==> src/rtl/web_shooter_ctrl_if.sv <==
// Decoder/trigger-side signals of the web shooter controller.
// master drives selection and requests; slave is the controller.
interface web_shooter_ctrl_if #(
    parameter int CNT_W = 4
) ();
    logic [7:0]       web_sel;
    logic             trigger;
    logic             reload;
    logic [7:0]       nozzle;
    logic             busy;
    logic [CNT_W-1:0] ammo_left;
    logic             dry_fire;
    logic             sel_err;

    modport master (
        output web_sel, trigger, reload,
        input  nozzle, busy, ammo_left, dry_fire, sel_err
    );

    modport slave (
        input  web_sel, trigger, reload,
        output nozzle, busy, ammo_left, dry_fire, sel_err
    );
endinterface

==> src/rtl/web_shooter_ctrl.sv <==
// Web shooter firing sequencer: fire pulse, cooldown lockout and per-type shot budget.
//   state | meaning
//   IDLE  | waiting for a trigger edge or reload
//   FIRE  | nozzle driven with latched selection
//   COOL  | lockout after a shot, nozzle off
module web_shooter_ctrl #(
    parameter int FIRE_CYCLES     = 4,
    parameter int COOLDOWN_CYCLES = 8,
    parameter int CART_DEPTH      = 15,
    parameter int CNT_W           = 4
) (
    input  logic               clk,
    input  logic               reset,
    web_shooter_ctrl_if.slave  bus
);
    localparam int PH_MAX = (FIRE_CYCLES > COOLDOWN_CYCLES) ? FIRE_CYCLES : COOLDOWN_CYCLES;
    localparam int PH_W   = (PH_MAX > 1) ? $clog2(PH_MAX) : 1;

    typedef enum logic [1:0] {IDLE, FIRE, COOL} state_t;

    state_t           state;
    logic [PH_W-1:0]  phase;
    logic [CNT_W-1:0] cnt [8];
    logic [7:0]       sel_q;
    logic             trigger_d;
    logic [7:0]       nozzle_q;
    logic             busy_q;
    logic             dry_q;
    logic             err_q;

    logic             trig_edge;
    logic             sel_onehot;
    logic [2:0]       sel_idx;
    logic [CNT_W-1:0] sel_cnt;
    logic             ready;

    always_comb begin
        sel_idx = 3'd0;
        for (int i = 0; i < 8; i++) begin
            if (bus.web_sel[i]) sel_idx = 3'(i);
        end
    end

    assign trig_edge  = bus.trigger & ~trigger_d;
    assign sel_onehot = (bus.web_sel != 8'd0) && ((bus.web_sel & (bus.web_sel - 8'd1)) == 8'd0);
    assign sel_cnt    = cnt[sel_idx];
    // The final cooldown edge doubles as an IDLE decision so back-to-back shots lose no cycle.
    assign ready      = (state == IDLE) || ((state == COOL) && (phase == '0));

    always_ff @(posedge clk) begin
        if (reset) begin
            state     <= IDLE;
            phase     <= '0;
            sel_q     <= 8'd0;
            trigger_d <= 1'b1;
            nozzle_q  <= 8'd0;
            busy_q    <= 1'b0;
            dry_q     <= 1'b0;
            err_q     <= 1'b0;
            for (int i = 0; i < 8; i++) cnt[i] <= CNT_W'(CART_DEPTH);
        end else begin
            trigger_d <= bus.trigger;
            dry_q     <= 1'b0;
            err_q     <= 1'b0;
            if (ready) begin
                state  <= IDLE;
                busy_q <= 1'b0;
                if (bus.reload) begin
                    for (int i = 0; i < 8; i++) cnt[i] <= CNT_W'(CART_DEPTH);
                end else if (trig_edge) begin
                    if (!sel_onehot) begin
                        err_q <= 1'b1;
                    end else if (sel_cnt == '0) begin
                        dry_q <= 1'b1;
                    end else begin
                        sel_q        <= bus.web_sel;
                        cnt[sel_idx] <= sel_cnt - CNT_W'(1);
                        nozzle_q     <= bus.web_sel;
                        busy_q       <= 1'b1;
                        phase        <= PH_W'(FIRE_CYCLES - 1);
                        state        <= FIRE;
                    end
                end
            end else begin
                case (state)
                    FIRE: begin
                        if (phase == '0) begin
                            nozzle_q <= 8'd0;
                            phase    <= PH_W'(COOLDOWN_CYCLES - 1);
                            state    <= COOL;
                        end else begin
                            nozzle_q <= sel_q;
                            phase    <= phase - PH_W'(1);
                        end
                    end
                    COOL:    phase <= phase - PH_W'(1);
                    default: state <= IDLE;
                endcase
            end
        end
    end

    assign bus.nozzle    = nozzle_q;
    assign bus.busy      = busy_q;
    assign bus.dry_fire  = dry_q;
    assign bus.sel_err   = err_q;
    assign bus.ammo_left = sel_onehot ? sel_cnt : '0;
endmodule

==> src/flat_wrapper.sv <==
// flat-port wrapper written by rule: the top's interface ports become plain ports
module web_shooter_ctrl_flat 
#(
    parameter int FIRE_CYCLES     = 4,
    parameter int COOLDOWN_CYCLES = 8,
    parameter int CART_DEPTH      = 15,
    parameter int CNT_W           = 4
)
  (clk, reset, bus_web_sel, bus_trigger, bus_reload, bus_nozzle, bus_busy, bus_ammo_left, bus_dry_fire, bus_sel_err);
  web_shooter_ctrl_if #(.CNT_W(CNT_W)) bus_i ();
  input  logic clk;
  input  logic reset;
  input wire logic [$bits(bus_i.web_sel)-1:0] bus_web_sel;
  input wire logic [$bits(bus_i.trigger)-1:0] bus_trigger;
  input wire logic [$bits(bus_i.reload)-1:0] bus_reload;
  output wire logic [$bits(bus_i.nozzle)-1:0] bus_nozzle;
  output wire logic [$bits(bus_i.busy)-1:0] bus_busy;
  output wire logic [$bits(bus_i.ammo_left)-1:0] bus_ammo_left;
  output wire logic [$bits(bus_i.dry_fire)-1:0] bus_dry_fire;
  output wire logic [$bits(bus_i.sel_err)-1:0] bus_sel_err;
  assign bus_i.web_sel = bus_web_sel;
  assign bus_i.trigger = bus_trigger;
  assign bus_i.reload = bus_reload;
  assign bus_nozzle = bus_i.nozzle;
  assign bus_busy = bus_i.busy;
  assign bus_ammo_left = bus_i.ammo_left;
  assign bus_dry_fire = bus_i.dry_fire;
  assign bus_sel_err = bus_i.sel_err;
  web_shooter_ctrl #(.FIRE_CYCLES(FIRE_CYCLES), .COOLDOWN_CYCLES(COOLDOWN_CYCLES), .CART_DEPTH(CART_DEPTH), .CNT_W(CNT_W)) u_core (.clk(clk), .reset(reset), .bus(bus_i));
endmodule
==> config.mk <==
export PLATFORM = sky130hd
export DESIGN_NAME = web_shooter_ctrl_flat
export DESIGN_NICKNAME = d
export VERILOG_FILES = /design/src/rtl/web_shooter_ctrl_if.sv /design/src/rtl/web_shooter_ctrl.sv /design/src/flat_wrapper.sv
export SDC_FILE = /design/constraint.sdc
export NUM_CORES = 1
export LEC_CHECK = 0
export BUFFER_PORTS_ARGS = -buffer_cell sky130_fd_sc_hd__buf_2
export CORE_MARGIN = 1
export CORE_UTILIZATION = 55
export CTS_BUF_LIST = sky130_fd_sc_hd__clkbuf_8
export DETAILED_ROUTE_END_ITERATION = 16
export MAX_ROUTING_LAYER = met4
export PLACE_DENSITY_LB_ADDON = 0.05
export SYNTH_ARGS = -nofsm -noshare
export SYNTH_HDL_FRONTEND = slang
export SYNTH_SLANG_ARGS = --single-unit
==> constraint.sdc <==
create_clock -name clk -period 3.5 [get_ports clk]
set_clock_uncertainty 0.1 [all_clocks]
set_input_delay 0.7 -clock clk [delete_from_list [all_inputs] [get_ports clk]]
set_output_delay 0.7 -clock clk [all_outputs]
set_load 0.005 [all_outputs]
==> results.txt <==
Crit path cell chain: buf_2, buf_4, or4_1, or3_1, a31oi_1, or2_2, nor2_1, buf_2
Wirelength per Cell: 16.3 um
GR Util All Layers: 0.295
PD cells: 390 mW/mm^2
Final Worst Setup Slack: 0.112 ns
Seq/Total Area, Yosys: 0.487
Mean area per synthesized cell: 9.71 um^2
Yosys warns: 0
Main synth FF type: edfxtp_1
CTS Buffer Depth: 2
Gates resized, CTS repair: 0
Cts hold-fix bufs: 0
Synth async-reset ratio: 0
Drt total wl: 7.34 mm
Yosys reg bits: 57
Drt first pass iters: 6
Fmax: 295 MHz
Period Utilization, post-route: 0.968
First-pass GRT wire length: 11.7 mm
Unrepaired setup endpoints after global routing: false
Initial Util: 0.580
Final nets: 395
Io pins: 27
GR Overflow Total: 0
WHS Endpoint: u_core.sel_q[1]$_SDFFE_PP0P_
Max_cap viols: 0
Antenna diode count: 0
Peak supply drop: 337 uV
CTS tree: yes
Critical path launch point type: primary input
Largest net degree at the start of global routing: 28
TritonCTS Buffers: 9
Cell row count: 26
CP endpoint kind: output pin
Gpl congestion: 0.903
Layout cells sized above 1: 0.276
Final hold violations: 0
Die area: 0.00575 mm^2
I/O Buffers: 26
Slowest stage delay, CP: 0.44 ns
Synth-to-layout area growth: 23.9%
Routed wl met3: 471 um
Hold Crit Class: reg2reg
Drc violations: 0
Syn Nets: 328
Final Non-Filler Cells: 451
Final setup viols: 0
Metal1 wirelength: 3.41 mm
Die Height: 75.8 um
Post-Syn Area: 0.00300 mm^2
Core Area: 0.00517 mm^2
Post-DP HPWL: 5.26 mm
LEAKAGE: 0.00132 uW
Reg2reg start: u_core.phase[0]$_SDFFE_PP0P_
EDFF count, synth: 32
CP required: 2.70 ns
DR vias/cell: 5.85
Reg2Reg Depth: 9
Worst Hold Depth: 2
Critical R2R Capture: u_core.cnt[0][2]$_SDFFCE_PN1P_
Die width: 75.8 um
Dpl ws: -0.0154 ns
DR top layer: met4
Clock sinks: 57
Worst skew pair latency: 0.34 ns
Placed Instances: 435
Clock transition at path regs: 0.06 ns
Final Max Tran Viols: 0
Min Tclk post-route: 3.39 ns
Worst relative slew slack: 0.450
Cell count after synthesis: 309
Met2 WL post-DR: 3.33 mm
Crit-path slowest cell: a31oi_1
Initial antenna violation count: 0
Status: finished clean
Fillcell total: 401
HP Start: u_core.sel_q[1]$_SDFFE_PP0P_
Initial DRC Count: 209
Worst EP arrival: 2.59 ns
Slew of the pin with the lowest slew margin: 0.825 ns
Vias in the first global route: 2407
Final core utilization: 0.719
Post-CTS setup buffers: 0
Crit-path most repeated cell: buf_2
Synth cell types: 54
CP max FO: 5
Reg2Reg Setup Slack: 0.57 ns
H-tree depth: 3
Most frequent cells in the layout: nand2_1 (49), buf_4 (49), edfxtp_1 (32)
Total number of vias: 2640
Clk root buf: clkbuf_8
WS Path Type: in2out
Detail Route Antenna Nets: 0
## critical path, delay by kind of cell
| family | cells | cell delay [ns] |
|---|---|---|
| buffers and inverters | 3 | 0.40 |
| AOI/OAI and AO/OA | 1 | 0.44 |
| and+or+nand+nor | 4 | 1.05 |
## through the flow
step / hold WS [ns] / TNS (ns) / power, uW / instance area [um^2]
after CTS: 0.356 / 0 / 1460 / 3720
after global placement: 0.341 / 0 / 848 / 3520
after floorplan: 0.332 / 0 / 792 / 3030
final: 0.354 / 0 / 1450 / 3720
after detailed placement: 0.347 / -0.124 / 849 / 3520
after global routing: 0.381 / 0 / 1510 / 3720
## cell families after synthesis
group | Yosys count | share of synthesized area
flops | 57 | 0.487
compound gates | 75 | 0.194
buf+inv | 39 | 0.0601
fa+ha+maj | 8 | 0.0325
simple gates | 122 | 0.197
mux | 8 | 0.0284
## cell usage after synthesis, types with 2 or more instances
cell type,instances,area (um^2)
or3_1,2,12.5
mux2i_1,7,70.1
a211oi_1,2,15.0
or2_2,4,25.0
dfxtp_1,25,500
a222oi_1,8,80.1
nor2b_1,2,12.5
o21ai_0,14,70.1
nand3b_1,5,37.5
nand2_1,49,184
a311oi_1,8,70.1
a21oi_1,17,85.1
a211o_1,2,17.5
buf_6,4,45.0
or4_1,2,15.0
o211ai_1,2,15.0
nor2_2,2,12.5
nor3_1,9,45.0
nor2_1,16,60.1
nand3_1,17,85.1
and2_1,3,18.8
ha_1,7,87.6
buf_2,3,15.0
edfxtp_1,32,961
inv_1,19,71.3
clkbuf_1,13,48.8
o31ai_1,3,22.5
o22ai_1,2,12.5
nand2b_1,4,25.0
a221o_1,2,20.0
## layout make-up
cell class / instances / area [um^2] / share of cell area
Multi-Input combinational cell: 213 / 1380 / 0.372
Sequential cell: 57 / 1460 / 0.393
Timing Repair Buffer: 76 / 518 / 0.139
Clock inverter: 5 / 46.3 / 0.0125
Inverter: 19 / 71.3 / 0.0192
Clock buffer: 11 / 151 / 0.0407
Tap cell: 70 / 87.6 / 0.0236
## report_power, final
group / switching [uW] / leakage, uW / internal [uW]
Combinational: 77.5 / 0.000778 / 53.5
Sequential: 0.455 / 0.000438 / 706
Clock: 256 / 0.000106 / 359
## worst max-delay path by stage
stage	startpoint	endpoint	slack (ns)	cells after the start
after floorplan	bus_web_sel[4]	u_core.cnt[1][0]$_SDFFCE_PN1P_	0.02	10
after global placement	bus_web_sel[4]	u_core.cnt[6][3]$_SDFFCE_PN1P_	0.03	9
after detailed placement	bus_web_sel[2]	u_core.cnt[0][2]$_SDFFCE_PN1P_	-0.02	12
after CTS	bus_web_sel[4]	bus_ammo_left[3]	0.13	8
after global routing	bus_web_sel[4]	bus_ammo_left[3]	0.005	8
final	bus_web_sel[4]	bus_ammo_left[3]	0.11	8
## routing by layer
layer / GRT usage / up-vias
met3: 0.0873 / 12
met5: - / -
met4: 0.107 / 0
met2: 0.429 / 101
met1: 0.389 / 1250
li1: - / 1277
## state kept, by name (all words and copies together), names as in the netlist
register and flops:
u_core.trigger_d 1, u_core.sel_q 8, u_core.bus.busy 1, u_core.cnt 32, u_core.phase 3, u_core.bus.nozzle 8
u_core.bus.dry_fire 1, u_core.state 2, u_core.bus.sel_err 1
No activity file was read; power rests on OpenSTA's default activity.
